`config.mk`:
```
export PLATFORM = sky130hd
export DESIGN_NAME = zbus_arbiter
export DESIGN_NICKNAME = d
export VERILOG_FILES = /design/src/rtl/zbus_arbiter.sv
export SDC_FILE = /design/constraint.sdc
export NUM_CORES = 1
export LEC_CHECK = 0
export BUFFER_PORTS_ARGS = -buffer_cell sky130_fd_sc_hd__buf_4
export CELL_PAD_IN_SITES_DETAIL_PLACEMENT = 1
export CELL_PAD_IN_SITES_GLOBAL_PLACEMENT = 2
export CORE_MARGIN = 10
export CORE_UTILIZATION = 20
export CTS_CLUSTER_SIZE = 28
export DETAILED_ROUTE_END_ITERATION = 6
export PLACE_DENSITY = 0.89
export SLEW_MARGIN = 20
export SYNTH_ARGS = -nofsm -noshare
export SYNTH_HDL_FRONTEND = slang
export SYNTH_SLANG_ARGS = --single-unit
```
`constraint.sdc`:
```
create_clock -name clk -period 2.6 [get_ports clk]
set_clock_uncertainty 0.2 [all_clocks]
set_input_delay 0.52 -clock clk [delete_from_list [all_inputs] [get_ports clk]]
set_output_delay 0.52 -clock clk [all_outputs]
set_load 0.02 [all_outputs]
```
`src/rtl/zbus_arbiter.sv`:
```
// zbus_arbiter: round-robin arbiter sharing one zbus target port among BN
// initiators. The grant is registered and one-hot; the target-side valid,
// lock and bus are muxed combinationally from the owner, and the target
// acknowledge is routed back to the owner only. A locked owner keeps the
// grant across any number of transfers and idle cycles.
//
// Handshake: a transfer completes in a cycle where zo_vld and zo_ack are
// both high (xfer). zo_vld is the owner's valid gated by the registered
// grant; zo_ack is ignored while nobody owns the port. The owner must hold
// its bus stable while its valid is high and no ack has been seen.
module zbus_arbiter #(
  parameter int BW  = 8,
  parameter int BN  = 4,
  parameter int BNL = $clog2(BN)
) (
  input  logic             clk,
  input  logic             rst_n,
  input  logic [BN-1:0]    zi_vld,
  input  logic [BN-1:0]    zi_lck,
  input  logic [BW*BN-1:0] zi_bus,
  output logic [BN-1:0]    zi_ack,
  output logic             zo_vld,
  output logic             zo_lck,
  output logic [BW-1:0]    zo_bus,
  input  logic             zo_ack,
  output logic [BN-1:0]    gnt,
  output logic [BNL-1:0]   gnt_idx,
  output logic             busy
);

  // Arbiter state mirrors the grant: IDLE when gnt==0, OWN otherwise.
  typedef enum logic {
    ST_IDLE = 1'b0,
    ST_OWN  = 1'b1
  } state_e;

  state_e          state_q, state_d;
  logic [BN-1:0]   gnt_q, gnt_d;
  logic [BNL-1:0]  idx_q, idx_d;
  logic [BNL-1:0]  ptr_q, ptr_d;

  logic [BNL-1:0]  own_nxt;
  logic [BNL-1:0]  scan_start;
  logic [BNL-1:0]  scan_idx;
  logic            scan_found;
  int              scan_pos;
  logic            release_own;

  // Target-side mux: OR of the granted slices, zero when nobody owns the port.
  always_comb begin
    zo_bus = '0;
    for (int i = 0; i < BN; i++) begin
      if (gnt_q[i]) begin
        zo_bus = zo_bus | zi_bus[i*BW +: BW];
      end
    end
  end

  assign zo_vld  = |(gnt_q & zi_vld);
  assign zo_lck  = |(gnt_q & zi_lck);
  assign zi_ack  = gnt_q & {BN{zo_ack}};
  assign gnt     = gnt_q;
  assign gnt_idx = idx_q;
  assign busy    = |gnt_q;

  // Index following the current owner, wrapping at BN-1.
  always_comb begin
    if (idx_q == BNL'(BN - 1)) begin
      own_nxt = '0;
    end else begin
      own_nxt = idx_q + BNL'(1);
    end
  end

  // Owner gives up the port after an unlocked transfer, or when it is
  // neither requesting nor holding the lock.
  assign release_own = (state_q == ST_OWN) &&
                       ((zo_vld && zo_ack && !zo_lck) || (!zo_vld && !zo_lck));

  // When idle the search starts at the round-robin pointer; on release it
  // starts just after the owner, so the owner itself is examined last and
  // only wins again when nobody else is asking.
  assign scan_start = (state_q == ST_OWN) ? own_nxt : ptr_q;

  // Wrap-around priority search over the live requests.
  always_comb begin
    scan_found = 1'b0;
    scan_idx   = '0;
    scan_pos   = 0;
    for (int k = 0; k < BN; k++) begin
      scan_pos = int'(scan_start) + k;
      if (scan_pos >= BN) begin
        scan_pos = scan_pos - BN;
      end
      if (!scan_found && zi_vld[scan_pos]) begin
        scan_found = 1'b1;
        scan_idx   = BNL'(scan_pos);
      end
    end
  end

  // Next grant, owner index, pointer and state.
  always_comb begin
    state_d = state_q;
    gnt_d   = gnt_q;
    idx_d   = idx_q;
    ptr_d   = ptr_q;
    case (state_q)
      ST_IDLE: begin
        if (scan_found) begin
          state_d         = ST_OWN;
          gnt_d           = '0;
          gnt_d[scan_idx] = 1'b1;
          idx_d           = scan_idx;
        end
      end
      ST_OWN: begin
        if (release_own) begin
          ptr_d = own_nxt;
          if (scan_found) begin
            gnt_d           = '0;
            gnt_d[scan_idx] = 1'b1;
            idx_d           = scan_idx;
          end else begin
            state_d = ST_IDLE;
            gnt_d   = '0;
            idx_d   = '0;
          end
        end
      end
      default: begin
        state_d = ST_IDLE;
        gnt_d   = '0;
        idx_d   = '0;
      end
    endcase
  end

  // Registered arbiter state; reset abandons any in-flight transfer.
  always_ff @(posedge clk or negedge rst_n) begin
    if (!rst_n) begin
      state_q <= ST_IDLE;
      gnt_q   <= '0;
      idx_q   <= '0;
      ptr_q   <= '0;
    end else begin
      state_q <= state_d;
      gnt_q   <= gnt_d;
      idx_q   <= idx_d;
      ptr_q   <= ptr_d;
    end
  end

endmodule
```
==> results of run 1 <==
## state kept, by name (all words and copies together) (netlist names)
signal	count
ptr_q	2
gnt_idx	2
gnt	4
state_q	1
## what timing repair did
action	4_1_cts	5_1_grt
resized for setup	0	0
hold endpoints to repair	9	0
hold buffers	1	0
## worst max-delay path, cell delays in order (launching register included)
cell	delay, ps
dfrtp_1	550
or4_1	580
buf_4	170
## metrics by stage
| step | cells | utilization, % | instance area (um2) | hold slack (ps) |
|---|---|---|---|---|
| floorplan | 100 | - | 848.3 | 24.41 |
| global placement | 208 | 33.46 | 1358 | 146.5 |
| detailed placement | 208 | 33.46 | 1358 | 149.4 |
| CTS | 213 | 34.81 | 1413 | 280.5 |
| global route | 213 | 34.81 | 1413 | 305.8 |
| finish | 213 | 34.81 | 1413 | 281.6 |
## cells by family (layout without fill, tap and decap cells)
logic type                 after synthesis  in the layout  share of synthesized area, %
muxes                                    4              4                         5.899
adders and majority gates                1              1                         1.475
AOI/OAI and AO/OA                       41             41                         37.46
buffers and inverters                   10             73                         5.751
and+or+nand+nor                         35             35                         22.86
DFF                                      9              9                         26.55
## final timing paths
path                            start  endpoint  cells after the start
min in group asynchronous       rst_n    gnt[2]                      2
setup reg to reg           gnt_idx[0]    gnt[2]                      6
setup / recovery               gnt[0]      busy                      2
hold / removal               ptr_q[0]  ptr_q[0]                      2
hold reg to reg              ptr_q[0]  ptr_q[0]                      2
max in group asynchronous       rst_n  ptr_q[0]                      2
## area by class of cell
type | instances | area, um2
clock buffer | 4 | 45.04
fill | 499 | 2645
inverter | 4 | 15.01
multi-input combinational | 81 | 574.3
sequential | 9 | 225.2
tap | 50 | 62.56
timing repair buffer | 65 | 490.5
## cell usage after synthesis (2+ instances only)
cell       instances  area share, %
a22oi_1           19             17
nor3_1             2            1.2
nor2_1             2           0.89
and2_1             4            2.9
nand2_1           13            5.8
o2bb2ai_1          2            2.1
nor2b_1            2            1.5
o21ai_0            5            2.9
o221ai_1           2            2.1
a21oi_1            3            1.8
dfrtp_1            9             27
or2_1              2            1.5
inv_1              4            1.8
a22oi_2            2            2.9
clkbuf_1           4            1.8
or4_1              2            1.8
## power by group through the flow
| stage | clock network, mW | registers (mW) | logic, mW |
|---|---|---|---|
| final | 0.159 | 0.350 | 1.08 |
| after global routing | 0.173 | 0.369 | 1.18 |
| after CTS | 0.164 | 0.352 | 1.10 |
| after detailed placement | 0 | 0.353 | 1.09 |
| after global placement | 0 | 0.352 | 1.06 |
| after floorplan | 0 | 0.309 | 0.706 |
## layer usage
metal	global-route usage (%)	vias up	wire [um]
met5	0	-	0
met4	3.144	0	31
met3	2.008	4	90
met2	21.32	9	2361
met1	11.49	530	1570
li1	-	514	-
==> run summary, run 1 <==
Setup slack at placement - 425.4 ps
Arr. time, crit path - 1540 ps
Drt via density - 4.962
P&R area growth vs syn - 66.52%
ANT nets after route - 0
Sequential area share after synthesis - 26.55%
Maxcap violations - 0
Worst IR Drop VDD - 0.2722 mV
First DRT Iteration DRCs - 58
Routed len/inst - 19.03 um
Period utilisation layout - 86.98%
HPWL after DPL - 3376 um
F_max - 442.2 MHz
CP Data Required Time - 1880 ps
Commonest non-fill, non-tap cell in the layout - buf_4
Fin nets - 208
Static Leak - 0.6747 nW
Hold crit path type - reg -> reg
Net Sw Frac - 49.02%
Logic gate share of total power - 68.0%
Post-Syn Area per Cell - 8.483 um2
Largest net degree at the start of global routing - 15
I/O pin count - 64
# clock sinks - 9
Vias - 1057
TritonCTS clock tree - built
Clk slew on worst S/H paths - 40 ps
Worst skew pair latency - 230 ps
Total Power - 1.592 mW
CTS HTree Levels - 1
Synthesized net count - 144
Commonest cells after routing, fill and taps aside - 64 x buf_4, 19 x a22oi_1, 13 x nand2_1, 9 x dfrtp_1, 5 x o21ai_0
Total CTS buffers - 3
Clk pwr share - 10.0%
Syn Inst Count - 100
GRT Total Usage - 10.96%
GRT overflow - 0
Netlist cell types - 39
Postcts setup bufs - 0
Vias in the first global route - 1215
FFs w/ async S/R, synth - 100.0%
GPL Wtd Cong - 0.8229
Reg-to-reg slack, setup - 430 ps
Fin worst setup slack - 338.6 ps
Final Slew Violations - 0
Synth warn - 0
P_int - 0.8113 mW
Rel. slew slack - 64.50%
Final wirelength - 4053 um
CP Launch Type - register
P per Cell Area - 1127 mW/mm2
Setup CP Type - reg -> out
Row Count - 23
# DRC - 0
Minimum clock period - 2261 ps
Outcome - finished, final reports clean
Seq pwr share - 22.0%
Ant. Diodes - 0
Worst-margin pin slew - 532.6 ps
# setup viols final - 0
Final Hold Vio Count - 0
Sw power - 0.7802 mW
Setup TNS Final - 0 ps
Share of layout cells above drive strength 1 - 47.24%
Synthesized cell area - 848.3 um2
Critical path endpoint category - output port
Die area - 0.007246 mm2
Die Span Y - 85.13 um
Root Driver - clkbuf_8
DIE WIDTH - 85.13 um
First-pass detailed-route iteration total - 4
Post-synth EDFFs - 0
CP max FO - 14
IO Port Bufs - 63
First-pass GRT wire length - 6534 um
CTS max path bufs - 2
Unrepaired setup endpoints after global routing - false
Initial Utilization - 20.91%
Post-synth top flop - dfrtp_1
Initial antenna violation count - 0
Core Box Area - 0.004058 mm2
FF+latch count, synth - 9
Power figures use the tool's default switching activity.
==> run 2, diff against run 1 <==
--- a/config.mk
+++ b/config.mk
@@ -14,4 +14,5 @@
 export DETAILED_ROUTE_END_ITERATION = 6
 export PLACE_DENSITY = 0.89
+export RECOVER_POWER = 25
 export SLEW_MARGIN = 20
 export SYNTH_ARGS = -nofsm -noshare
==> constraint.sdc (replaced) <==
create_clock -name clk -period 2.6 [get_ports clk]
set_clock_uncertainty 0.2 [all_clocks]
set_input_delay 0.13 -clock clk [delete_from_list [all_inputs] [get_ports clk]]
set_output_delay 0.13 -clock clk [all_outputs]
set_load 0.02 [all_outputs]
==> run 2 against run 1 <==
Global-route usage is 0.31 points lower; clock power grew 6%; via count about the same; combinational power about the same; flip-flop and latch count is the same; hold slack lost 240 ps; die area did not move; critical path depth is 4 higher; maximum frequency up 5.2%; first-iteration DRC count shrank 28%; final cell count fell by 0.47%; utilization fell by 0.28 points; critical endpoint is now gnt[2]; largest cell class unchanged.
==> run summary, run 2 (same netlist as run 1, synthesis figures left out) <==
Outcome - finished, final reports clean
GRT Total Usage - 10.65%
F_max - 465.0 MHz
Initial Utilization - 20.91%
Row Count - 23
DIE WIDTH - 85.13 um
Vias - 1056
Reg-to-reg slack, setup - 450 ps
Max reg flops - 4
Commonest cells after routing, fill and taps aside - 62 x buf_4, 19 x a22oi_1, 13 x nand2_1, 9 x dfrtp_1, 5 x o21ai_0
First-pass GRT wire length - 6320 um
GPL Wtd Cong - 0.8501
Setup slack at placement - 456.8 ps
Crit-path max cell delay - 420 ps
Maxcap violations - 0
Post-CTS resize count - 0
Clk slew on worst S/H paths - 40 ps
Most Crowded Layer GR - met2
Fin worst setup slack - 449.7 ps
CP max-delay cell - dfrtp_1
Worst IR Drop VDD - 0.2860 mV
GR met3 Demand/Resource - 1.625%
Critical path endpoint category - register
Initial antenna violation count - 0
Hold Crit Start - zi_vld[0]
Setup CP Type - reg -> reg
Share of layout cells above drive strength 1 - 46.30%
First-pass detailed-route iteration total - 4
Period utilisation layout - 82.71%
Root Driver - clkbuf_8
Worst-margin pin slew - 731.6 ps
Largest net degree at the start of global routing - 15
Ant. Diodes - 0
Arr. time, crit path - 2080 ps
Routed len/inst - 18.96 um
CTS max path bufs - 2
# DRC - 0
Core Box Area - 0.004058 mm2
ANT nets after route - 0
Vias in the first global route - 1191
Die Span Y - 85.13 um
Reg2Reg Capture Point - gnt[2]
Unrepaired setup endpoints after global routing - false
I/O pin count - 64
Fin nets - 207
GRT overflow - 0
CP max FO - 5
Crit path cell chain - ha_1 -> mux2i_2 -> mux2i_1 -> o2111ai_1 -> nor3b_1 -> o21ba_1
IO Port Bufs - 63
Reg2Reg Depth - 6
Hold crit path type - in -> reg
P&R area growth vs syn - 65.19%
# setup viols final - 0
Met1 usage - 10.72%
Total CTS buffers - 3
P per Cell Area - 1135 mW/mm2
Commonest non-fill, non-tap cell in the layout - buf_4
Rel. slew slack - 50.77%
Setup TNS Final - 0 ps
# clock sinks - 9
HPWL after DPL - 3483 um
CTS HTree Levels - 1
Hold path cells - 3
Final Hold Vio Count - 0
CP Launch Type - register
Minimum clock period - 2150 ps
Postcts setup bufs - 0
Die area - 0.007246 mm2
Worst r2r src - gnt_idx[0]
First DRT Iteration DRCs - 42
Drt via density - 4.981
CP Data Required Time - 2530 ps
Worst skew pair latency - 240 ps
Final hold slack - 38.33 ps
Met2 Use GR - 20.44%
TritonCTS clock tree - built
Static Leak - 0.6657 nW
Final Slew Violations - 0
Final wirelength - 4020 um
Worst hold path endpoint - state_q
Fill count - 498
run 2: layer usage:
| metal | share of wire, % | wire [um] |
|---|---|---|
| met4 | 3.5 | 142 |
| met2 | 59 | 2376 |
| met5 | 0 | 0 |
| met3 | 1.8 | 73 |
| met1 | 36 | 1428 |
run 2: critical path: cells and delay by family, from the launching register on:
kind,cells,cell delay [ps]
DFF,1,420
and+or+nand+nor,1,190
adders and majority gates,1,360
muxes,2,500
AOI/OAI and AO/OA,2,360
run 2: worst max path at each step:
stage | slack, ps | from | depth (start not counted) | endpoint
detailed placement | 460 | gnt_idx[0] | 6 | gnt[2]
global route | 320 | gnt_idx[0] | 6 | gnt[2]
global placement | 540 | gnt_idx[0] | 6 | gnt[2]
CTS | 440 | gnt_idx[0] | 6 | gnt[2]
floorplan | 560 | gnt_idx[0] | 6 | gnt_idx[1]
finish | 450 | gnt_idx[0] | 6 | gnt[2]
run 2: what timing repair did:
| action | 4_1_cts | 5_1_grt |
|---|---|---|
| hold buffers | 1 | 0 |
| hold endpoints to repair | 9 | 0 |
| setup endpoints to repair | 0 | 0 |
run 2: area by class of cell:
type	instances	area, um2	area share, %
Clock buffer	4	45.04	3.214
Inverter	4	15.01	1.071
Multi-Input combinational cell	81	574.3	40.98
Sequential cell	9	225.2	16.07
Tap cell	50	62.56	4.464
Timing Repair Buffer	64	479.2	34.20
run 2: power by group:
part           total (mW)  leakage, nW  internal, mW  switching (mW)
logic                1.08        0.536         0.503           0.579
registers           0.341        0.107         0.201           0.140
clock network       0.168       0.0228         0.107          0.0609
total                1.59        0.666         0.811           0.780
run 2: per-stage QoR:
stage / instances / power [mW] / utilization [%] / area, um2
final: 212 / 1.591 / 34.54 / 1401
after global routing: 212 / 1.706 / 34.54 / 1401
after CTS: 212 / 1.611 / 34.63 / 1405
after detailed placement: 207 / 1.436 / 33.27 / 1350
after global placement: 207 / 1.406 / 33.27 / 1350
after floorplan: 100 / 1.014 / - / 848.3
